===== config.mk =====
export PLATFORM = sky130hd
export DESIGN_NAME = iterative_shifter
export DESIGN_NICKNAME = d
export VERILOG_FILES = /design/src/rtl/iterative_shifter.sv
export SDC_FILE = /design/constraint.sdc
export NUM_CORES = 1
export LEC_CHECK = 0
export BUFFER_PORTS_ARGS = -buffer_cell sky130_fd_sc_hd__buf_2
export CELL_PAD_IN_SITES_DETAIL_PLACEMENT = 0
export CELL_PAD_IN_SITES_GLOBAL_PLACEMENT = 1
export CORE_MARGIN = 4
export CORE_UTILIZATION = 39
export CTS_CLUSTER_DIAMETER = 40
export DETAILED_ROUTE_END_ITERATION = 10
export PLACE_DENSITY = 0.8
export SLEW_MARGIN = 40
export SYNTH_ARGS = -nofsm -noshare
export SYNTH_HDL_FRONTEND = slang
export SYNTH_SLANG_ARGS = --single-unit
export TNS_END_PERCENT = 1

===== constraint.sdc =====
create_clock -name clock -period 3.69 [get_ports clock]
set_clock_uncertainty 0.1 [all_clocks]
set_input_delay 0 -clock clock [delete_from_list [all_inputs] [get_ports clock]]
set_output_delay 0 -clock clock [all_outputs]
set_load 0.02 [all_outputs]

===== src/rtl/iterative_shifter.sv =====
// ---------------------------------------------------------------------------
// iterative_shifter
//   Multi-cycle shift unit for the ALU/multdiv datapath. One operation is
//   accepted at a time. The unit then shifts by up to STEP positions per
//   clock until the requested amount is consumed, and presents the result
//   on a valid/ready output handshake.
//
// Parameters
//   WIDTH   : data width (power of 2, >= 2)
//   SHAMT_W : shift-amount width, 2**SHAMT_W == WIDTH
//   STEP    : max positions shifted per clock (power of 2, 1..WIDTH)
//
// Ports
//   clock     : rising-edge clock
//   reset     : asynchronous, active-low reset
//   in_valid  : operand/op/shamt presented
//   in_ready  : unit can accept an operation (IDLE)
//   data_in   : operand
//   shamt     : shift amount, 0..WIDTH-1
//   op        : 00 SLL, 01 SRL, 10 SRA, 11 ROL
//   out_valid : data_out holds a completed result (DONE)
//   out_ready : consumer takes the result
//   data_out  : result; holds the last result outside DONE
// ---------------------------------------------------------------------------
module iterative_shifter #(
   parameter int WIDTH   = 32,
   parameter int SHAMT_W = 5,
   parameter int STEP    = 1
) (
   input  logic               clock,
   input  logic               reset,
   input  logic               in_valid,
   output logic               in_ready,
   input  logic [WIDTH-1:0]   data_in,
   input  logic [SHAMT_W-1:0] shamt,
   input  logic [1:0]         op,
   output logic               out_valid,
   input  logic               out_ready,
   output logic [WIDTH-1:0]   data_out
);

   typedef enum logic [1:0] {
      S_IDLE  = 2'b00,
      S_SHIFT = 2'b01,
      S_DONE  = 2'b10
   } state_t;

   typedef enum logic [1:0] {
      OP_SLL = 2'b00,
      OP_SRL = 2'b01,
      OP_SRA = 2'b10,
      OP_ROL = 2'b11
   } op_t;

   // One extra bit so that STEP == WIDTH is representable.
   localparam int              CNT_W   = SHAMT_W + 1;
   localparam logic [CNT_W-1:0] STEP_C  = CNT_W'(STEP);
   localparam logic [CNT_W-1:0] WIDTH_C = CNT_W'(WIDTH);

   state_t               r_state;
   state_t               w_next_state;
   logic                 r_armed;
   logic [WIDTH-1:0]     r_work;
   logic [WIDTH-1:0]     r_result;
   logic [SHAMT_W-1:0]   r_remain;
   op_t                  r_op;
   logic                 r_sign;

   logic                 w_accept;
   logic                 w_last;
   logic [CNT_W-1:0]     w_remain_ext;
   logic [CNT_W-1:0]     w_k;
   logic [WIDTH-1:0]     w_fill_mask;
   logic [WIDTH-1:0]     w_shifted;

   // in_ready stays low until the first edge after reset release, so the
   // output is 0 throughout reset even though the state is already IDLE.
   assign in_ready  = r_armed & (r_state == S_IDLE);
   assign out_valid = (r_state == S_DONE);
   assign data_out  = r_result;
   assign w_accept  = in_valid & in_ready;

   // k = min(STEP, remaining); the final step is the one that consumes the rest.
   assign w_remain_ext = {1'b0, r_remain};
   assign w_k          = (w_remain_ext < STEP_C) ? w_remain_ext : STEP_C;
   assign w_last       = (w_remain_ext <= STEP_C);

   // Ones in the k vacated MSB positions; used to sign-fill SRA.
   assign w_fill_mask = ~({WIDTH{1'b1}} >> w_k);

   always_comb begin
      // NOTE: every combinational output gets a default first so no path
      // leaves it unassigned and no latch is inferred.
      w_shifted = r_work;
      case (r_op)
         OP_SLL: w_shifted = r_work << w_k;
         OP_SRL: w_shifted = r_work >> w_k;
         OP_SRA: w_shifted = (r_work >> w_k) | (w_fill_mask & {WIDTH{r_sign}});
         OP_ROL: w_shifted = (r_work << w_k) | (r_work >> (WIDTH_C - w_k));
         default: w_shifted = r_work;
      endcase
   end

   // State register.
   always_ff @(posedge clock or negedge reset) begin
      if (!reset) begin
         // NOTE: sequential state uses non-blocking assignments so every
         // register samples pre-edge values regardless of statement order.
         r_state <= S_IDLE;
      end else begin
         r_state <= w_next_state;
      end
   end

   // Next-state logic.
   always_comb begin
      w_next_state = r_state;
      case (r_state)
         S_IDLE:  if (w_accept)  w_next_state = (shamt == '0) ? S_DONE : S_SHIFT;
         S_SHIFT: if (w_last)    w_next_state = S_DONE;
         S_DONE:  if (out_ready) w_next_state = S_IDLE;
         default: w_next_state = S_IDLE;
      endcase
   end

   // Datapath: working register, remaining count and presented result.
   always_ff @(posedge clock or negedge reset) begin
      if (!reset) begin
         // NOTE: the working register and result are reset as well, so an
         // aborted operation can never leak a partial value onto data_out.
         r_armed  <= 1'b0;
         r_work   <= '0;
         r_result <= '0;
         r_remain <= '0;
         r_op     <= OP_SLL;
         r_sign   <= 1'b0;
      end else begin
         r_armed <= 1'b1;
         if (w_accept) begin
            r_work   <= data_in;
            r_remain <= shamt;
            r_op     <= op_t'(op);
            r_sign   <= data_in[WIDTH-1];
            if (shamt == '0) r_result <= data_in;
         end else if (r_state == S_SHIFT) begin
            r_work   <= w_shifted;
            r_remain <= r_remain - w_k[SHAMT_W-1:0];
            if (w_last) r_result <= w_shifted;
         end
      end
   end

endmodule


==> results by group <==
Global routing
  – Pin count of the biggest net entering global routing: 76
  – Gr usage total: 26.18%
  – Initial antenna violation count: 0
  – Vias in the first global route: 5,551
  – Global-route wire length before repair: 32.32 mm
  – Grt ovf: 0

Synth
  – Post-synthesis simple-gate area fraction: 20.66%
  – Post-Synth Adder-Cell Area: 1.182%
  – Synth area leaders: dfrtp_1 (35%), nand2_1 (6.0%), mux4_2 (5.1%)
  – Synthesized flop and latch total: 75
  – Most frequent cells after synthesis: nand2_1 (84), dfrtp_1 (75), nor2_1 (56), o21ai_0 (53), a21oi_1 (47)
  – Synth Flop Type: dfrtp_1
  – Mean Syn Cell Area: 8.296 um^2
  – Cell taking the most area after synthesis: dfrtp_1
  – Complex-gate fraction of the synthesized area: 28.11%
  – Synth Area in XOR/XNOR: 0.3310%
  – Synth async-reset ratio: 100.0%
  – Synth warn: 0
  – Post-synthesis mux area share: 8.771%
  – Synthesized area: 5293 um^2
  – Top-area cell type share of the netlist area: 35.46%
  – Unique masters post-synth: 73
  – Largest family of logic cells by synthesized area: compound AO/OA/AOI/OAI gates
  – Seq/Total Area, Yosys: 35.46%
  – Post-synth EDFFs: 0
  – Count leader, synth: nand2_1
  – Post-Syn Instances: 638

Timing
  – Endpoints failing setup: 0
  – Final Slew Violations: 0
  – RSZ-0062 raised after global routing: no
  – Slew @ Worst Pin: 751.3 ps
  – Final period utilization: 83.59%
  – Slew headroom: 49.69%
  – Hold Vio Cnt, Final: 0
  – Setup TNS: 0 ps
  – F_max: 324.2 MHz
  – Tmin final: 3084 ps

Floorplanning
  – Initial core utilization: 39.97%
  – I/O pin count: 77
  – Placement Rows: 42
  – Die area: 15,500 um^2
  – Die Width: 124.5 um
  – Die height: 124.5 um
  – Core area: 13,240 um^2

Pwr
  – Lkg Pwr: 0.002834 uW
  – Clock network fraction of total power: 15.3%
  – VDD IR max: 0.5430 mV
  – Psw: 3625 uW
  – Seq pwr share: 24.7%
  – Pwr/cell area: 1099 nW/um^2
  – Logic pwr share: 60.0%
  – Cell Int Power: 3692 uW
  – Switch share: 49.55%

Run status
  – Status: finished clean

Setup path
  – Worst Path Required: 3820 ps
  – CP Max Fanout: 13
  – Critical R2R Launch: r_remain[1]
  – Critical Path Source: r_remain[1]
  – Worst Reg-to-Reg Cells: 9
  – Worst R2R End: r_work[2]
  – Kind of start point of the critical path: flop
  – Worst Setup End Kind: flop
  – R2R Setup Slk: 610 ps
  – Worst Setup EP: r_work[2]
  – WS Path Type: flop to flop
  – Critical Path AT: 3210 ps

Clocking
  – Clock root buffer: clkbuf_16
  – TritonCTS clock tree: done
  – Post_cts resized: 0
  – Worst skew pair latency: 340 ps
  – Reg clk slew, reported paths: 60 ps
  – Max clock buf depth: 2
  – Clock Sinks: 75
  – Cts bufs inserted: 9
  – H-tree lvl count: 3

Layout
  – NumNets Final: 784
  – Fillers: 1,328
  – ANT cells: 0
  – Non-filler instance count after layout: 917
  – Final design area excluding fillers: 6658 um^2
  – Area Overhead vs Synth: 25.79%
  – Layout cells sized above 1: 21.46%

Place
  – Area after DPL: 5901 um^2
  – PortBufs: 76
  – Placed cells: 863
  – Final HPWL DP: 14.19 mm
  – GP Congestion: 1.051

Routing
  – Final ANT Viol Nets: 0
  – Iteration-0 DRC count of the detailed router: 452
  – Routed wire length: 19.96 mm
  – Avg WL per Cell: 21.77 um
  – First-pass DRT Iterations: 5
  – Vias per cell: 6.162
  – # DRC: 0
  – Vias: 5,651

Run
  – Max-cap viol count: 0

Min path
  – HP Class: input port to flop
[critical path, cell delays in order, from the launching register on]
cell and delay [ps]:
dfrtp_1 470, nor3_2 300, nand2_4 130, ha_1 470, inv_1 130, buf_4 180
mux4_2 370, a2111oi_2 400, o31ai_1 140, mux2_2 270
[what timing repair did]
action / 4_1_cts / 5_1_grt
endpoints found under the setup margin: 0 / 0
hold endpoints to repair: 137 / 0
buffers inserted: 0 / 0
hold buffers: 38 / 0
[routing by layer]
layer  part of all wire (%)  vias up  track usage, %
met1                     45     2790           36.71
li1                       -     2590               -
met5                      0        -               0
met4                    2.8        0           9.671
met3                    7.3       34           5.875
met2                     45      237           39.57
[power groups by stage]
| stage | clock (uW) | sequential (uW) | combinational, uW |
|---|---|---|---|
| global route | 1180 | 1870 | 4810 |
| detailed placement | 0 | 1800 | 4300 |
| floorplan | 0 | 1770 | 2900 |
| global placement | 0 | 1790 | 4260 |
| finish | 1120 | 1810 | 4390 |
| CTS | 1130 | 1790 | 4350 |
[worst min path at each step]
stage / from / endpoint / slack, ps / cells after the start
final: data_in[22] / r_work[22] / 20 / 4
after floorplan: reset / data_out[0] / -400 / 0
after global placement: out_ready / r_state[1] / 100 / 2
after global routing: data_in[20] / data_out[20] / 50 / 4
after CTS: data_in[20] / data_out[20] / 20 / 4
after detailed placement: reset / r_work[1] / -10 / 1
[cell type report]
cell class / instances / area [um^2] / share of cell area, %
multi-input cells: 497 / 3178 / 47.74
flip-flops and latches: 75 / 1877 / 28.19
clock inverters: 4 / 120.1 / 1.804
repair buffers: 138 / 947.2 / 14.23
well taps: 176 / 220.2 / 3.308
inverters: 15 / 58.81 / 0.8833
clock buffers: 12 / 256.5 / 3.853
[kinds of logic after synthesis]
family | count (synthesis)
simple gates | 232
compound gates | 223
flops | 75
buf+inv | 69
mux | 30
fa+ha+maj | 5
other cells | 2
xor+xnor | 2
[through the flow]
stage / hold WS [ps] / util [%] / worst slack, ps / power, uW
after CTS: 19.23 / 50.27 / 576.2 / 7274
after floorplan: -395.6 / - / 177.6 / 4675
final: 22.08 / 50.27 / 605.6 / 7317
after global routing: 46.12 / 50.27 / 396.1 / 7864
after global placement: 104.5 / 44.51 / 685.5 / 6051
after detailed placement: -11.71 / 44.56 / 592.2 / 6101
[placed cells by master (no fill, tap or decap), types with 11 or more instances in the layout]
master,synthesis,layout
a21oi_1,47,46
a31oi_1,13,13
buf_2,8,75
buf_4,1,24
dfrtp_1,75,75
dlygate4sd3_1,0,38
inv_1,13,13
mux2_2,11,11
mux4_2,12,12
nand2_1,84,84
nand3_1,27,27
nor2_1,56,55
nor3_1,18,18
o211ai_1,20,20
o21ai_0,53,52
[sequential cells by signal, summed over array words and instances (netlist names)]
signal / flops
data_out: 32
r_work: 32
r_remain: 5
r_op: 2
r_state: 2
r_armed: 1
r_sign: 1
(Power assumes the default switching activity.)
